## config.mk

```make
export PLATFORM = sky130hd
export DESIGN_NAME = zone_color_avg
export DESIGN_NICKNAME = d
export VERILOG_FILES = /design/src/rtl/zone_color_avg.sv
export SDC_FILE = /design/constraint.sdc
export NUM_CORES = 1
export LEC_CHECK = 0
export ABC_AREA = 1
export CAP_MARGIN = 20
export CELL_PAD_IN_SITES_DETAIL_PLACEMENT = 1
export CELL_PAD_IN_SITES_GLOBAL_PLACEMENT = 2
export CORE_MARGIN = 4
export CORE_UTILIZATION = 30
export DETAILED_ROUTE_END_ITERATION = 16
export GPL_ROUTABILITY_DRIVEN = 0
export GPL_TIMING_DRIVEN = 0
export PLACE_DENSITY = 0.76
export SLEW_MARGIN = 20
export SYNTH_ARGS = -nofsm -noshare
export SYNTH_HDL_FRONTEND = slang
export SYNTH_SLANG_ARGS = --single-unit
```

## constraint.sdc

```tcl
create_clock -name clk -period 3.8 [get_ports clk]
set_clock_uncertainty 0.2 [all_clocks]
set_input_delay 1.14 -clock clk [delete_from_list [all_inputs] [get_ports clk]]
set_output_delay 1.14 -clock clk [all_outputs]
set_load 0.1 [all_outputs]
```

## src/rtl/zone_color_avg.sv

```systemverilog
// Zone colour averager: sums R/G/B over one rectangular zone of each video frame,
// divides by the pixel count, optionally IIR-smooths, and pulses trig per frame.
module zone_color_avg #(
  parameter int X_START = 16,
  parameter int Y_START = 16,
  parameter int LOG2_W  = 4,
  parameter int LOG2_H  = 4,
  parameter int SMOOTH  = 0
) (
  input  logic       clk,
  input  logic       reset,
  input  logic       pix_valid,
  input  logic       pix_sof,
  input  logic       pix_eol,
  input  logic [7:0] pix_r,
  input  logic [7:0] pix_g,
  input  logic [7:0] pix_b,
  output logic [7:0] red,
  output logic [7:0] green,
  output logic [7:0] blue,
  output logic       trig
);

  localparam int          ACC_W   = 8 + LOG2_W + LOG2_H;
  localparam logic [15:0] X_FIRST = 16'(X_START);
  localparam logic [15:0] Y_FIRST = 16'(Y_START);
  localparam logic [15:0] X_LAST  = 16'(X_START + (1 << LOG2_W) - 1);
  localparam logic [15:0] Y_LAST  = 16'(Y_START + (1 << LOG2_H) - 1);

  typedef enum logic [1:0] {WAIT_SOF, ACCUM, UPDATE} state_t;

  state_t           state;
  logic [15:0]      x, y;
  logic [ACC_W-1:0] acc_r, acc_g, acc_b;
  logic [7:0]       avg_r, avg_g, avg_b;
  logic             update_pend;

  logic [15:0]      cur_x, cur_y;
  logic             in_zone, zone_last;
  logic [ACC_W-1:0] add_r, add_g, add_b;

  // A sof pixel is position (0,0) regardless of what the counters held.
  always_comb begin
    // NOTE: every combinational output gets a value on every path, so no latch is inferred.
    cur_x     = pix_sof ? 16'd0 : x;
    cur_y     = pix_sof ? 16'd0 : y;
    in_zone   = (cur_x >= X_FIRST) && (cur_x <= X_LAST) &&
                (cur_y >= Y_FIRST) && (cur_y <= Y_LAST);
    zone_last = (cur_x == X_LAST) && (cur_y == Y_LAST);
    add_r     = in_zone ? ACC_W'(pix_r) : '0;
    add_g     = in_zone ? ACC_W'(pix_g) : '0;
    add_b     = in_zone ? ACC_W'(pix_b) : '0;
  end

  // First-order IIR step on a 10-bit signed difference, clamped to the 8-bit range.
  function automatic logic [7:0] blend(input logic [7:0] cur, input logic [7:0] avg);
    logic signed [9:0] diff, step, nxt;
    if (SMOOTH == 0) return avg;
    diff = $signed({2'b00, avg}) - $signed({2'b00, cur});
    step = diff >>> SMOOTH;
    nxt  = $signed({2'b00, cur}) + step;
    if (nxt < 10'sd0)        return 8'h00;
    else if (nxt > 10'sd255) return 8'hFF;
    else                     return nxt[7:0];
  endfunction

  function automatic logic [15:0] sat_inc(input logic [15:0] v);
    return (v == 16'hFFFF) ? v : v + 16'd1;
  endfunction

  always_ff @(posedge clk) begin
    if (reset) begin
      state       <= WAIT_SOF;
      x           <= '0;
      y           <= '0;
      acc_r       <= '0;
      acc_g       <= '0;
      acc_b       <= '0;
      avg_r       <= '0;
      avg_g       <= '0;
      avg_b       <= '0;
      update_pend <= 1'b0;
      red         <= '0;
      green       <= '0;
      blue        <= '0;
      trig        <= 1'b0;
    end else begin
      // NOTE: non-blocking assignments throughout; the default below makes trig a single-cycle pulse.
      trig <= 1'b0;

      if (pix_valid) begin
        if (pix_eol) begin
          x <= '0;
          y <= sat_inc(cur_y);
        end else begin
          x <= sat_inc(cur_x);
          y <= cur_y;
        end

        case (state)
          WAIT_SOF, ACCUM: begin
            if (pix_sof) begin
              acc_r <= add_r;
              acc_g <= add_g;
              acc_b <= add_b;
              state <= zone_last ? UPDATE : ACCUM;
            end else if (state == ACCUM) begin
              acc_r <= acc_r + add_r;
              acc_g <= acc_g + add_g;
              acc_b <= acc_b + add_b;
              if (zone_last) state <= UPDATE;
            end
          end
          default: ;
        endcase
      end

      // Divide by the zone size: the top 8 bits of each accumulator.
      if (state == UPDATE) begin
        avg_r       <= acc_r[ACC_W-1 -: 8];
        avg_g       <= acc_g[ACC_W-1 -: 8];
        avg_b       <= acc_b[ACC_W-1 -: 8];
        update_pend <= 1'b1;
        state       <= WAIT_SOF;
      end

      if (update_pend) begin
        red         <= blend(red,   avg_r);
        green       <= blend(green, avg_g);
        blue        <= blend(blue,  avg_b);
        trig        <= 1'b1;
        update_pend <= 1'b0;
      end
    end
  end

endmodule

```

==> flow_metrics.tcl, run 1 <==
set metrics [dict create \
    status "finished, final reports clean" \
    hold_violations 0 \
    drive_gt1_share_pct 16.47 \
    initial_core_util_pct 30.79 \
    synth_area_per_cell_um2 6.684 \
    synthTopCellsByArea "dfxtp_1 (36%), nand2_1 (13%), a21oi_1 (7.2%)" \
    async_flop_share_pct 0 \
    reg2reg_from "y[12]$_SDFFE_PP0P_" \
    grt_pass1_vias 7359 \
    dp_hpwl_mm 16.48 \
    antenna_found_initial 0 \
    grt_pass1_wl_mm 36.65 \
    grt_setup_unrepaired "true" \
    clk_pin_slew_worst_paths_ns 0.07 \
    antenna_cells 0 \
    die_area_um2 26860 \
    setup_tns_ns 0 \
    firstDrtPassIters 5 \
    ir_drop_mv 0.2151 \
    remaining_drc_errors 0 \
    hp-class "flip-flop to flip-flop" \
    synth_common_cells "nand2_1 (257), inv_1 (139), dfxtp_1 (132)" \
    swShare_pct 26.97 \
    rrSetupSlack_ns 0.43 \
    avgRoutedWirePerCell_um 14.54 \
    min-delay-start "avg_g[5]$_SDFFE_PP0P_" \
    antenna_left 0 \
    synth_edf_count 0 \
    fillers 3040 \
    cp.required_ns 3.91 \
    ys_warn_count 0 \
    wirelength_mm 22.20 \
    final_net_count 1254 \
    viasPerCell 4.753 \
    total_power_w 0.003272 \
    pwr-share-seq_pct 42.4 \
    reg2regPathDepth 21 \
    worstSetupEndpointType "flip-flop" \
    finalSetupViolCount 0 \
    hold_end "green[5]$_SDFFE_PP0P_" \
    synth_top_area_share_pct 36.24 \
    p_comb_share_pct 5.1 \
    leakage_nw 3.879 \
    p_clk_share_pct 52.5 \
    ys_dominant_reg_cell "dfxtp_1" \
    critPathLaunchType "input port" \
    ys_seq_area_share_pct 36.24 \
    dieWidth_um 163.9 \
    worst_pin_slew_ns 0.9696 \
    synth_area_um2 7292 \
    slew_headroom_pct 35.16 \
    min_path_cells 2 \
    yosys.area.top_type "dfxtp_1" \
    synth-seq-cells 132 \
    powerDensity_nw_per_um2 343.9 \
    synth_cells 1091 \
    cap_violations 0 \
    cts_tree "built" \
    max_freq_ghz 0.2639 \
    cts_num_sinks 132 \
    cts-buffers-inserted 17 \
    h-tree-depth 4 \
    dr.first_iter.drc_count 268 \
    vias 7258 \
    yosys.cell_count.top_type "nand2_1" \
    rows 56 \
    critical_path_class "input port to flip-flop" \
    syn_to_final_growth_pct 30.49 \
    cts-root-buf "clkbuf_16" \
    stdcell_area_um2 9515 \
    timing.rr.end "acc_r[14]$_SDFFE_PP0P_" \
    syn-num-nets 1150 \
    multi_input_area_um2 4264 \
    switchingPower_w 0.0008826 \
    layout_min_cycle_time_ns 3.789 \
    clockBufferDepth 2 \
    coreArea_um2 23680 \
    io_buffers 50 \
    chipHeight_um 163.9 \
    period_share_pct 99.72 \
    critPathArrivalTime_ns 3.90 \
    holdBufCountCts 0 \
    grtUsageTotal_pct 16.99 \
    clkLatencyLatePin_ns 0.43 \
    path_max_fanout 9 \
    drv_slew 0 \
    synth_cell_types 43 \
    regArea_um2 2643 \
    grt_max_degree 17 \
    grt_remaining_overflow 0 \
    placed_area_um2 8280 \
    num_io_pins 54 \
    intPower_w 0.002390 \
]
## cell usage in the layout, fill, tap and decap left out, types with 3 or more instances in the layout
cell type          n
o21ai_2            3
inv_2             13
nand4_1           13
nand3b_1           5
xor2_1             9
nand2_2           13
dfxtp_1          132
nor2_4            13
nand3_1           82
ha_1              18
buf_12             5
nor2_2            26
inv_1            131
inv_8              6
or2_2              6
buf_2              6
nand3_2            5
ha_4               7
nand2_4            5
o21ai_1           11
buf_4             32
nor3_1            13
nand2_1          244
xnor2_1            3
clkdlybuf4s50_1   50
inv_6              3
nor2_1            99
clkbuf_16         18
a21oi_4            3
nand3_4            3
o22ai_1            4
a21oi_1           95
clkbuf_1          28
fa_2               3
o21ai_0           55
a21oi_2            7
## critical path: stages
cell and delay [ns]:
buf_12 0.12, inv_12 0.06, buf_8 0.13, o31ai_1 0.07, nand3_1 0.19, nor2_4 0.17
nand2_2 0.07, nor2_4 0.20, inv_4 0.07, buf_12 0.14, nor2_4 0.12, ha_4 0.15
inv_2 0.03, fa_2 0.34, inv_2 0.08, nand3_4 0.08, a21oi_4 0.17, nor2_2 0.07
o21ai_4 0.24, nand4_1 0.13, nand2_1 0.08, nor2_1 0.04
## layout make-up
class	instances	area share [%]
multi-input combinational	771	44.81
sequential	132	27.77
timing repair buffer	85	8.376
inverter	148	6.022
clock buffer	17	4.471
tap	319	4.195
buffer	40	2.459
clock inverter	15	1.893
## worst max path at each step
stage,from,endpoint,slack (ns),depth (start not counted)
floorplan,pix_sof,acc_r[10]$_SDFFE_PP0P_,-0.12,22
global placement,pix_sof,acc_r[14]$_SDFFE_PP0P_,-0.87,23
detailed placement,pix_sof,acc_r[14]$_SDFFE_PP0P_,-0.87,22
CTS,pix_sof,acc_g[14]$_SDFFE_PP0P_,-0.02,27
global route,pix_sof,acc_r[14]$_SDFFE_PP0P_,-0.19,23
finish,pix_sof,acc_r[14]$_SDFFE_PP0P_,0.01,22
## kinds of logic (layout without fill, tap and decap cells)
kind of cell / Yosys count / count (layout) / synth area share, %
fa+ha+maj: 30 / 30 / 5.456
xor+xnor: 12 / 12 / 1.441
compound gates: 191 / 191 / 13.54
flops: 132 / 132 / 36.24
simple gates: 538 / 538 / 32.89
buf+inv: 188 / 305 / 10.43
## per-layer routing
metal,routed length (um),global-route usage [%],part of all wire [%]
met1,10530,21.36,47
met2,11090,30.51,50
met3,422,3.061,1.9
met4,153,3.355,0.69
met5,0,0,0
## metrics by stage
stage	setup slack [ns]	hold slack [ns]	cells	util [%]
after floorplan	-0.1172	0.2099	1091	-
after global placement	-0.8679	0.2210	1460	34.96
after detailed placement	-0.8696	0.2341	1460	34.96
after CTS	-0.01567	0.2510	1514	38.89
after global routing	-0.1861	0.2749	1527	40.18
final	0.01078	0.2493	1527	40.18
## registers in the layout, indices dropped and copies added, names as in the netlist
register	cells
x	16
acc_g	16
acc_r	16
state	2
acc_b	16
trig	1
avg_b	8
blue	8
avg_g	8
avg_r	8
red	8
y	16
update_pend	1
green	8
## power by group through the flow
stage,clock network [W],logic (W),registers (W)
finish,0.00172,0.000166,0.00139
global route,0.00182,0.000183,0.00139
CTS,0.00177,0.000164,0.00139
detailed placement,0,0.000157,0.00142
global placement,0,0.000156,0.00142
floorplan,0,0.0000834,0.00142
## repair_timing
item	in CTS	in global routing
gates resized for setup	33	46
pin swaps	19	17
gates cloned	0	1
buffers inserted	22	12
endpoints found under the setup margin	22	26
endpoints found under the hold margin	0	0
Note: power is estimated with default switching activity, not from simulation.
==> run 2: changes to the inputs <==
--- a/config.mk
+++ b/config.mk
@@ -14,6 +14,7 @@
 export DETAILED_ROUTE_END_ITERATION = 16
 export GPL_ROUTABILITY_DRIVEN = 0
 export GPL_TIMING_DRIVEN = 0
+export MAX_ROUTING_LAYER = met4
 export PLACE_DENSITY = 0.76
 export SLEW_MARGIN = 20
 export SYNTH_ARGS = -nofsm -noshare
==> run 2 against run 1 <==
Critical path depth up 4. Combinational power is essentially flat. Largest power group unchanged. Critical endpoint is now acc_g[12]$_SDFFE_PP0P_. Sequential share of layout area did not move. Routed wire length hardly changed. Core utilization did not move. First-iteration DRC count fell by 2.6%. Cell count unchanged. Sequential power about the same. Flip-flop and latch count stayed put. Die area is the same. Total power is essentially flat. Non-clock buffer count is the same.
==> flow_metrics.tcl, run 2 (synthesis results as in run 1) <==
set metrics [dict create \
    remaining_drc_errors 0 \
    antenna_found_initial 0 \
    clockBufferDepth 2 \
    antenna_cells 0 \
    cts_num_sinks 132 \
    grt_remaining_overflow 0 \
    num_io_pins 54 \
    dr.first_iter.drc_count 261 \
    syn_to_final_growth_pct 30.49 \
    final_common_cell "nand2_1" \
    grtUsageTotal_pct 17.50 \
    viasPerCell 4.748 \
    critPathLaunchType "input port" \
    vias 7250 \
    drive_gt1_share_pct 16.47 \
    wirelength_mm 22.21 \
    path_max_fanout 9 \
    grt_max_degree 17 \
    coreArea_um2 23680 \
    ir_drop_mv 0.2150 \
    avgRoutedWirePerCell_um 14.54 \
    final_net_count 1254 \
    h-tree-depth 4 \
    cts_tree "built" \
    layout_min_cycle_time_ns 3.787 \
    cts-root-buf "clkbuf_16" \
    finalSetupViolCount 0 \
    drv_slew 0 \
    rrSetupSlack_ns 0.43 \
    critical_path_class "input port to flip-flop" \
    clk_pin_slew_worst_paths_ns 0.07 \
    chipHeight_um 163.9 \
    antenna_left 0 \
    io_buffers 50 \
    cts-buffers-inserted 17 \
    reg2reg_from "y[12]$_SDFFE_PP0P_" \
    cap_violations 0 \
    dieWidth_um 163.9 \
    hold_ws_ns 0.2493 \
    hold_end "green[5]$_SDFFE_PP0P_" \
    cp.required_ns 3.93 \
    clkLatencyLatePin_ns 0.43 \
    die_area_um2 26860 \
    mostFrequentLayoutCells "nand2_1 (244), dfxtp_1 (132), inv_1 (131), nor2_1 (99), a21oi_1 (95)" \
    rows 56 \
    min-delay-start "avg_g[5]$_SDFFE_PP0P_" \
    grt_pass1_wl_mm 36.66 \
    grt_pass1_vias 7368 \
    status "finished, final reports clean" \
    timing.rr.end "acc_g[12]$_SDFFE_PP0P_" \
    period_share_pct 99.67 \
    total_power_w 0.003272 \
    fillers 3040 \
    initial_core_util_pct 30.79 \
    worst_pin_slew_ns 0.9703 \
    powerDensity_nw_per_um2 343.9 \
    reg2regPathDepth 25 \
    holdBufCountCts 0 \
    max_freq_ghz 0.2640 \
    critPathArrivalTime_ns 3.92 \
    grt_setup_unrepaired "true" \
    slew_headroom_pct 35.11 \
    worstSetupEndpointType "flip-flop" \
    firstDrtPassIters 4 \
    min_path_cells 2 \
    hold_violations 0 \
    hp-class "flip-flop to flip-flop" \
    leakage_nw 3.879 \
    dp_hpwl_mm 16.48 \
]
==> run 2: repair_timing <==
item / 4_1_cts / 5_1_grt
setup buffers: 22 / 12
resized for setup: 33 / 46
cloned: 0 / 1
setup endpoints to repair: 22 / 26
pin swaps: 19 / 17
==> run 2: worst max-delay path, cell delays in order <==
cell and delay (ns):
buf_12 0.12, inv_12 0.06, buf_8 0.13, o31ai_1 0.07
nand3_1 0.19, nor2_4 0.17, nand2_2 0.07, nor2_4 0.20
inv_4 0.07, buf_12 0.14, nor2_4 0.09, ha_4 0.16
inv_4 0.04, fa_2 0.33, inv_2 0.07, nand2_2 0.06
nand2_2 0.08, nand2_2 0.05, nand2_2 0.09, nand2_2 0.07
nand3_4 0.08, nand2_4 0.07, nor2_4 0.12, nand2_1 0.07
o21ai_2 0.12, nor2_1 0.05
==> run 2: power breakdown <==
| part | leakage (nW) | total (W) | switching, W | internal (W) |
|---|---|---|---|---|
| registers | 1.06 | 0.00139 | 0.00000243 | 0.00139 |
| clock network | 0.292 | 0.00172 | 0.000773 | 0.000945 |
| logic | 2.52 | 0.000165 | 0.000107 | 0.0000582 |
==> run 2: layout make-up <==
class	count	area, um2	share of cell area [%]
Multi-Input combinational cell	771	4264	44.81
Sequential cell	132	2643	27.77
Inverter	148	573.1	6.022
Timing Repair Buffer	85	797.0	8.376
Buffer	40	234.0	2.459
Tap cell	319	399.1	4.195
Clock buffer	17	425.4	4.471
Clock inverter	15	180.2	1.893
==> run 2: per-layer routing <==
layer / global-route usage, % / part of all wire, % / wire length [um] / up-vias
met5: - / 0 / 0 / -
met1: 21.38 / 47 / 10530 / 3469
met4: 3.355 / 0.67 / 149 / 0
met3: 3.137 / 2.1 / 464 / 15
met2: 30.51 / 50 / 11070 / 43
li1: - / - / - / 3723
==> run 2: how the worst max path moves through the flow <==
stage	end	slack (ns)	start
2_1_floorplan	acc_r[10]$_SDFFE_PP0P_	-0.12	pix_sof
3_3_place_gp	acc_r[14]$_SDFFE_PP0P_	-0.87	pix_sof
3_5_place_dp	acc_r[14]$_SDFFE_PP0P_	-0.87	pix_sof
4_1_cts	acc_g[14]$_SDFFE_PP0P_	-0.02	pix_sof
5_1_grt	acc_r[14]$_SDFFE_PP0P_	-0.18	pix_sof
6_report	acc_g[12]$_SDFFE_PP0P_	0.01	pix_sof
==> run 2: stage by stage <==
stage	util (%)	cell area (um2)	std cells	setup WS, ns	setup TNS [ns]
6_report	40.18	9515	1527	0.01258	0
5_1_grt	40.18	9515	1527	-0.1820	-1.622
4_1_cts	38.89	9210	1514	-0.01567	-0.03567
3_5_place_dp	34.96	8280	1460	-0.8696	-20.59
3_3_place_gp	34.96	8280	1460	-0.8679	-20.57
2_1_floorplan	-	7381	1091	-0.1172	-0.6270
==> run 3: changes to the inputs <==
--- a/config.mk
+++ b/config.mk
@@ -10,12 +10,12 @@
 export CELL_PAD_IN_SITES_DETAIL_PLACEMENT = 1
 export CELL_PAD_IN_SITES_GLOBAL_PLACEMENT = 2
 export CORE_MARGIN = 4
-export CORE_UTILIZATION = 30
+export CORE_UTILIZATION = 28
 export DETAILED_ROUTE_END_ITERATION = 16
 export GPL_ROUTABILITY_DRIVEN = 0
 export GPL_TIMING_DRIVEN = 0
 export MAX_ROUTING_LAYER = met4
-export PLACE_DENSITY = 0.76
+export PLACE_DENSITY = 0.71
 export SLEW_MARGIN = 20
 export SYNTH_ARGS = -nofsm -noshare
 export SYNTH_HDL_FRONTEND = slang
==> run 3 against run 2 <==
Combinational power increased by 5%. Maximum frequency increased by 0.29%. Total power increased by 0.39%. Design area increased by 2.3%. Critical endpoint is now acc_r[14]$_SDFFE_PP0P_.
==> flow_metrics.tcl, run 3 (synthesis results as in run 1) <==
set metrics [dict create \
    grt_remaining_overflow 0 \
    leakage_nw 3.861 \
    timing.rr.end "acc_r[14]$_SDFFE_PP0P_" \
    avgRoutedWirePerCell_um 14.93 \
    path_cells "buf_12, inv_12, buf_8, o31ai_2, nand3_1, nor2_4, nand2_2, nor2_4, inv_4, buf_12, nor2_4, ha_4, inv_2, fa_2, inv_2, nand3_4, a21oi_4, nor2_4, o21ai_4, nand4_1, nand2_1, nor2_1" \
    critPathArrivalTime_ns 3.89 \
    crit_path_top_delay_cell "fa_2" \
    chipHeight_um 169.4 \
    cap_violations 0 \
    wirelength_mm 22.97 \
    coreArea_um2 25400 \
    viasPerCell 4.687 \
    clockBufferDepth 2 \
    critical_path_class "input port to flip-flop" \
    placed_area_um2 8294 \
    final_net_count 1254 \
    clk_pin_slew_worst_paths_ns 0.07 \
    mostFrequentLayoutCells "nand2_1 (242), dfxtp_1 (132), inv_1 (130), nor2_1 (93), a21oi_1 (92)" \
    cp_top_family "simple AND/OR/NAND/NOR gates" \
    dp_hpwl_mm 16.93 \
    cp.required_ns 3.91 \
    die_area_um2 28690 \
    num_io_pins 54 \
    slowest_delay_ns 0.34 \
    path_max_fanout 10 \
    cts-buffers-inserted 17 \
    cpMostUsedCell "nor2_4" \
    slew_headroom_pct 34.10 \
    pre_cts_slack_ns -0.8517 \
    fillers 3189 \
    remaining_drc_errors 0 \
    cp_num_cells 22 \
    setup_tns_ns 0 \
    reg2regPathDepth 21 \
    worstSetupEndpointType "flip-flop" \
    grt_max_degree 17 \
    layout_setup_ws_ns 0.02364 \
    rrSetupSlack_ns 0.47 \
    h-tree-depth 4 \
    finalSetupViolCount 0 \
    vias 7209 \
    hp-class "flip-flop to flip-flop" \
    dr.first_iter.drc_count 262 \
    critical_path.endpoint "acc_r[14]$_SDFFE_PP0P_" \
    worst_pin_slew_ns 0.9854 \
    ir_drop_mv 0.2694 \
    rows 58 \
    io_buffers 50 \
    multi_input_area_um2 4464 \
    syn_to_final_growth_pct 33.46 \
    max_freq_ghz 0.2648 \
    cp-startpoint "pix_sof" \
    reg2reg_from "y[12]$_SDFFE_PP0P_" \
    powerDensity_nw_per_um2 337.5 \
    clkLatencyLatePin_ns 0.43 \
    drive_gt1_share_pct 18.21 \
    antenna_found_initial 0 \
    hold_violations 0 \
    grtUsageTotal_pct 16.84 \
    cts-root-buf "clkbuf_16" \
    final_common_cell "nand2_1" \
    antenna_cells 0 \
    cts_num_sinks 132 \
    firstDrtPassIters 4 \
    regArea_um2 2643 \
    status "finished, final reports clean" \
    antenna_left 0 \
    cts_tree "built" \
    layout_min_cycle_time_ns 3.776 \
    grt_pass1_wl_mm 38.01 \
    dieWidth_um 169.4 \
    critPathLaunchType "input port" \
    crit_buf_inv 7 \
    period_share_pct 99.38 \
    grt_setup_unrepaired "true" \
    drv_slew 0 \
    grt_pass1_vias 7435 \
    stdcell_area_um2 9732 \
    initial_core_util_pct 28.71 \
]
## run 3: changes by cell type in the layout (fill, tap and decap cells not counted), moves of 3 or more
| cell | before | now |
|---|---|---|
| nor2_4 | 13 | 21 |
| ha_1 | 18 | 11 |
| ha_4 | 7 | 14 |
| nor2_1 | 99 | 93 |
| a21oi_1 | 95 | 92 |
| a21oi_2 | 7 | 10 |
| nand3_1 | 82 | 79 |
| nand3_2 | 5 | 8 |
| o21ai_1 | 11 | 14 |
## run 3: metal layers
metal | vias up | share of wire, % | GRT usage (%)
met5 | - | 0 | -
met4 | 0 | 0.83 | 3.710
met3 | 15 | 1.5 | 2.725
met2 | 42 | 50 | 29.03
met1 | 3429 | 48 | 20.81
li1 | 3723 | - | -
## run 3: through the flow
stage	power (W)	utilization, %	hold WS (ns)	instances
after global placement	0.001577	32.66	0.2203	1471
final	0.003285	38.32	0.2472	1538
after CTS	0.003338	36.53	0.2526	1525
after detailed placement	0.001579	32.66	0.2234	1471
after global routing	0.003419	38.32	0.2601	1538
after floorplan	0.001503	-	0.2099	1091
## run 3: layout make-up
cell class	instances	share of cell area, %
Tap cell	330	4.243
Multi-Input combinational cell	771	45.87
Clock inverter	15	1.864
Sequential cell	132	27.15
Buffer	40	2.404
Timing Repair Buffer	85	8.177
Inverter	148	5.914
Clock buffer	17	4.371
## run 3: worst min path at each step
stage                                      start                     end  cells after the start
after floorplan           update_pend$_SDFF_PP0_  update_pend$_SDFF_PP0_                      1
after global placement    update_pend$_SDFF_PP0_  update_pend$_SDFF_PP0_                      1
after detailed placement  update_pend$_SDFF_PP0_  update_pend$_SDFF_PP0_                      1
after CTS                  avg_r[7]$_SDFFE_PP0P_     red[7]$_SDFFE_PP0P_                      2
after global routing      update_pend$_SDFF_PP0_  update_pend$_SDFF_PP0_                      1
final                      avg_r[3]$_SDFFE_PP0P_     red[3]$_SDFFE_PP0P_                      2
## run 3: worst min-delay path, delay by kind of cell (launching register included)
family	cells	cell delay, ns
and+or+nand+nor	2	0.09
DFF	1	0.32
## run 3: timing repair
action | CTS | global route
pin swaps | 26 | 31
resized for setup | 40 | 79
cloned | 1 | 0
setup buffers | 21 | 13
hold buffers | 0 | 0
setup endpoints to repair | 21 | 35
## run 3: power by group
group / internal (W) / switching (W) / total [W]
clock: 0.000949 / 0.000775 / 0.00172
sequential: 0.00139 / 0.00000254 / 0.00139
combinational: 0.0000611 / 0.000112 / 0.000173
total: 0.00240 / 0.000889 / 0.00328
